===== config.mk =====
export PLATFORM = sky130hd
export DESIGN_NAME = pipe_stage_reg
export DESIGN_NICKNAME = d
export VERILOG_FILES = /design/src/rtl/pipe_stage_reg.sv
export SDC_FILE = /design/constraint.sdc
export NUM_CORES = 1
export LEC_CHECK = 0
export CAP_MARGIN = 20
export CORE_ASPECT_RATIO = 0.8
export CORE_UTILIZATION = 50
export DETAILED_ROUTE_END_ITERATION = 10
export PLACE_DENSITY = 0.86
export SLEW_MARGIN = 30
export SYNTH_ARGS = -nofsm -noshare
export SYNTH_HDL_FRONTEND = slang
export SYNTH_SLANG_ARGS = --single-unit

===== constraint.sdc =====
create_clock -name clk -period 2 [get_ports clk]
set_input_delay 0.6 -clock clk [delete_from_list [all_inputs] [get_ports clk]]
set_output_delay 0.6 -clock clk [all_outputs]
set_load 0.03 [all_outputs]

===== src/rtl/pipe_stage_reg.sv =====
// pipe_stage_reg: handshaked pipeline register with optional skid entry,
// flush, NOP fill on bubbles and a saturating stall counter.
module pipe_stage_reg #(
  parameter int unsigned      WIDTH     = 32,
  parameter logic [WIDTH-1:0] NOP_VALUE = '0,
  parameter bit               SKID      = 1'b1,
  parameter int unsigned      CNT_W     = 16
) (
  input  logic             clk,
  input  logic             rst,
  input  logic             flush,
  input  logic             in_valid,
  input  logic [WIDTH-1:0] in_data,
  output logic             in_ready,
  output logic             out_valid,
  output logic [WIDTH-1:0] out_data,
  input  logic             out_ready,
  output logic [CNT_W-1:0] stall_cnt,
  input  logic             clr_cnt
);

  localparam logic [CNT_W-1:0] CNT_MAX = '1;

  logic             main_valid;
  logic [WIDTH-1:0] main_data;
  logic             skid_valid;
  logic [WIDTH-1:0] skid_data;
  logic             accept;
  logic             emit;
  logic             stall;

  assign accept = in_valid && in_ready;
  assign emit   = main_valid && out_ready;
  assign stall  = main_valid && !out_ready;

  assign out_valid = main_valid;
  assign out_data  = main_valid ? main_data : NOP_VALUE;

  if (SKID) begin : g_skid
    // Registered ready: only the skid occupancy gates upstream.
    assign in_ready = !skid_valid;

    // Skid entry catches a beat that arrives while main is stalled.
    always_ff @(posedge clk) begin
      if (rst) begin
        skid_valid <= 1'b0;
        skid_data  <= NOP_VALUE;
      end else if (flush) begin
        skid_valid <= 1'b0;
      end else if (emit && skid_valid) begin
        skid_valid <= 1'b0;
      end else if (accept && main_valid && !emit) begin
        skid_valid <= 1'b1;
        skid_data  <= in_data;
      end
    end
  end else begin : g_noskid
    // Single entry: ready follows downstream combinationally.
    assign in_ready   = !main_valid || out_ready;
    assign skid_valid = 1'b0;
    assign skid_data  = NOP_VALUE;
  end

  // Main register: refill from skid first so order is preserved.
  always_ff @(posedge clk) begin
    if (rst) begin
      main_valid <= 1'b0;
      main_data  <= NOP_VALUE;
    end else if (flush) begin
      main_valid <= 1'b0;
    end else if (emit && skid_valid) begin
      main_data  <= skid_data;
    end else if (accept && (emit || !main_valid)) begin
      main_valid <= 1'b1;
      main_data  <= in_data;
    end else if (emit) begin
      main_valid <= 1'b0;
    end
  end

  // Stall counter: clear wins over increment, saturates at all-ones.
  always_ff @(posedge clk) begin
    if (rst) begin
      stall_cnt <= '0;
    end else if (clr_cnt) begin
      stall_cnt <= '0;
    end else if (stall && stall_cnt != CNT_MAX) begin
      stall_cnt <= stall_cnt + 1'b1;
    end
  end

endmodule


# Word-level counts from Yosys, hierarchy flattened
# Index checks and enable logic that the tools add are counted.
[word_totals]
inputBits = 38
out_inout_bits = 50
ff_bits = 82
word_cells = 35
[classes]
add_sub_neg = 1
reduce_logical = 21
eq_ne = 1
bitwise_logic = 2
muxes = 5
[ops]
columns = ["operator", "n"]
rows = [
  ["2-to-1 mux 32 bit", 3],
  ["adder 16 x 1 -> 16 bit, second input constant", 1],
  ["inequality test 16 bit, second input constant", 1],
  ["logical AND 1 bit", 8],
  ["zero test 1 bit", 4],
  ["AND reduction 2 bit", 2],
  ["nonzero test 2 bit", 2],
  ["OR reduction 2 bit", 2],
  ["AND reduction 3 bit", 1],
  ["OR reduction 3 bit", 1],
  ["2-to-1 mux 1 bit", 2],
  ["NOT 1 bit", 2],
  ["logical OR 1 bit", 1],
]

# Logic depth before layout (Yosys ltp)
# Gate-level depths: netlist of the first run.
[depth]
ltp_word = 5
ltp_mapped = 6
mapped_depth_nobuf = 5

# Worst setup path before layout of the first run
# Ideal clock, no wire load.
[synth_path]
kind = "reg-to-output"
from = "register main_valid, in the netlist out_valid"
to = "output out_data[0]"
n_path_buf = 2
slack_ns = 0.055
arrival_ns = 1.345
t_required_ns = 1.400
path_stages_with_launch = 4
cell_sequence = "dfxtp_1 -> buf_2 -> clkbuf_1 -> and2_1"
[synth_via]
elab_chain_cells = 1
[synth_lines]
columns = ["item", "line", "source"]
rows = [
  ["from (decl)", "24", "logic main_valid;"],
  ["from (signal assigned)", "67", "main_valid <= 1'b0;"],
  ["from (signal assigned)", "70", "main_valid <= 1'b0;"],
  ["from (signal assigned)", "74", "main_valid <= 1'b1;"],
  ["2-to-1 mux 32 bit", "37", "assign out_data = main_valid ? main_data : NOP_VALUE;"],
  ["to (decl)", "16", "output logic [WIDTH-1:0] out_data,"],
]
# Every way passes these cells.

# Worst setup path in the final report of the first run
[layout_path]
from = "input in_valid"
to = "register main_data[9]"
[layout_via]
elab_chain_cells = 4
[layout_lines]
columns = ["item", "line", "source"]
rows = [
  ["from (decl)", "12", "input logic in_valid,"],
  ["logical AND 1 bit", "32", "assign accept = in_valid && in_ready;"],
  ["logical AND 1 bit", "73", "end else if (accept && (emit || !main_valid)) begin"],
  ["nonzero test 2 bit (no line)", "-", ""],
  ["AND reduction 2 bit (no line)", "-", ""],
  ["to (signal assigned)", "72", "main_data <= skid_data;"],
  ["to (signal assigned)", "75", "main_data <= in_data;"],
  ["to (decl)", "25", "logic [WIDTH-1:0] main_data;"],
]
# Every way passes these cells.
# A chain may end at the register's enable or synchronous reset.

==> flow_summary.json, run 1 <==
{
  "synth_area_per_cell_um2": 9.360,
  "numCtsBuffers": 9,
  "drc": 5,
  "hpwl_um": 6211,
  "hold_viol_final": 0,
  "crit_family": "buffers and inverters",
  "synth_edf_count": 0,
  "setup_viol": 0,
  "fmax_mhz": 525.4,
  "core-area_um2": 6993,
  "worstHoldPathCells": 2,
  "status": "finished, violations left",
  "ir_drop_uv": 394.9,
  "finalCriticalPeriod_ps": 1903,
  "r2r_cells": 4,
  "critPathBufInv": 3,
  "antenna_found_initial": 0,
  "gr-max-usage-layer": "met2",
  "ys_warn_count": 0,
  "die_w_um": 97.90,
  "cpPeakStageDelay_ps": 480,
  "r2r_start": "stall_cnt[7]",
  "cellLeakagePower_nw": 2.165,
  "violations": "DRC",
  "start_util": 0.5260,
  "synth_seq_cells": 82,
  "r2r_slack_ps": 140,
  "utilization": 0.7094,
  "syn-cell-area_um2": 3679,
  "final_nets": 533,
  "use_met1": 0.2861,
  "clkTransAtPathRegs_ps": 80,
  "cp_max_fo": 21,
  "tightest_slew_ps": 661.1,
  "worstHoldStart": "rst",
  "critPathKind": "input port to flop",
  "totalWireLength_um": 9007,
  "critical_path_arrival_ps": 2150,
  "fin_crit_sh": 0.9516,
  "place_congestion": 0.8915,
  "yosysUniqueCellTypes": 39,
  "first_pass_iters": 7,
  "startpoint_type": "input port",
  "final_cells": 586,
  "min_path_type": "input port to flop",
  "max-cap-violations": 0,
  "htreeDepth": 3,
  "ant_nets": 0,
  "area_growth_pct": 34.86,
  "overflow": 0,
  "maxSlewHeadroom": 0.5593,
  "stdcell_area_um2": 4961,
  "cts_tree": "built",
  "final_common_cell": "dfxtp_1",
  "endpoint_kind": "flop",
  "via_per_inst": 5.560,
  "finalClockSkew_ps": 10.38,
  "fillerInstances": 544,
  "met3_usage": 0.08715,
  "hold_buffers": 0,
  "crit_required_ps": 2240,
  "ys_seq_area_frac": 0.4463,
  "vias": 3258,
  "r2r_end": "stall_cnt[15]",
  "num_rows": 27,
  "grt_pass1_wl_um": 14640,
  "powerDensity_nw_per_um2": 652.1,
  "antenna_cells": 0,
  "clock_latency_ps": 350,
  "dp_cells": 565,
  "grt_use_met2": 0.4028,
  "dpl_cell_area_um2": 4702,
  "async_flop_share": 0,
  "wl_per_cell_um": 15.37,
  "hold_end": "out_valid",
  "rsz0062_at_grt": "no",
  "synth_ff_type": "dfxtp_1",
  "layout_common_cells": "81 x dfxtp_1, 69 x nor2_1, 66 x mux2i_1",
  "fp.dieH_um": 78.72,
  "path_cells": "clkdlybuf4s50_1 > nand2b_1 > a211oi_4 > buf_4 > buf_12 > nor2_1 > a211oi_1",
  "grt_pass1_vias": 3160,
  "die_area_um2": 7706,
  "clock-sinks": 82,
  "syn_nets": 432,
  "portBuffers": 87,
  "drv_slew": 0,
  "clockBufferDepth": 2,
  "drtIter0Drc": 97,
  "layout-drive-gt1-share": 0.1824,
  "grt_util_all_layers": 0.2384,
  "grt_max_degree": 65,
  "io-pin-count": 88,
  "crit_path_top_delay_cell": "clkdlybuf4s50_1",
  "netlist_instances": 393,
  "cts_root_buf": "clkbuf_8"
}
[cell usage after synthesis (all sizes together), types with 5 or more instances]
cell	number	area share
dfxtp	82	0.45
nor2	69	0.070
and2	32	0.054
nand4	8	0.015
mux2i	66	0.18
a21oi	12	0.016
o21ai	6	0.0082
clkbuf	15	0.016
or3	6	0.011
a211oi	34	0.071
or4	5	0.011
buf	12	0.018
nand2	10	0.010
[per-layer routing]
layer	part of all wire	wire, um
met5	0	0
met1	0.44	3972
met3	0.069	623
met4	0.0097	87
met2	0.48	4323
[state kept, by name, indices dropped and copies added, names as in the netlist]
register,flops
skid_valid,1
main_data,32
stall_cnt,16
skid_data,32
out_valid,1
[cells by family (layout without fill, tap and decap cells)]
logic type,count (synthesis),after routing,share of synthesized area
simple gates,151,151,0.2133
flops,82,82,0.4463
mux,66,66,0.1796
compound gates,63,63,0.1204
buf+inv,30,136,0.03707
fa+ha+maj,1,1,0.003401
[per-stage QoR]
| stage | hold slack, ps | TNS, ps | setup slack (ps) | power (mW) |
|---|---|---|---|---|
| after global placement | 471.5 | -17350 | -307.8 | 2.059 |
| after detailed placement | 478.3 | -21870 | -386.0 | 2.074 |
| after floorplan | 459.6 | 0 | 55.36 | 1.911 |
| final | 468.0 | 0 | 96.74 | 3.235 |
| after global routing | 454.0 | 0 | 8.329 | 3.379 |
| after CTS | 442.5 | -0.4583 | -0.4583 | 3.257 |
[final cells by class]
cell class	instances	area [um2]	area share
clock buffers	12	145.1	0.02926
clock inverters	4	51.30	0.01034
inverters	3	11.26	0.002270
multi-input cells	281	1937	0.3904
flip-flops and latches	82	1643	0.3311
well taps	87	108.9	0.02194
repair buffers	117	1065	0.2146
[power by group]
part           switching [mW]  leakage, nW  internal (mW)
clock                   0.574       0.0966          0.612
sequential             0.0262        0.667           1.68
combinational           0.170         1.40          0.169
[worst max-delay path by stage]
stage | from | end | slack, ps | cells after the start
2_1_floorplan | out_valid | out_data[0] | 60 | 3
3_3_place_gp | out_ready | stall_cnt[15] | -310 | 5
3_5_place_dp | out_ready | skid_data[12] | -390 | 7
4_1_cts | out_ready | skid_data[12] | -0.5 | 7
5_1_grt | in_valid | main_data[20] | 8 | 7
6_report | in_valid | main_data[9] | 100 | 7
[repair_timing]
item	in CTS	in global routing
setup buffers	0	4
setup endpoints to repair	47	28
resized for setup	18	7
pin swaps	1	2
gates cloned	0	1
Power figures use the tool's default switching activity.
==> inputs of run 2 (changes only) <==
CAP_MARGIN = unset   (was 20)
==> results of run 2 <==
Final layout, timing and power as in run 1 (identical DEF).
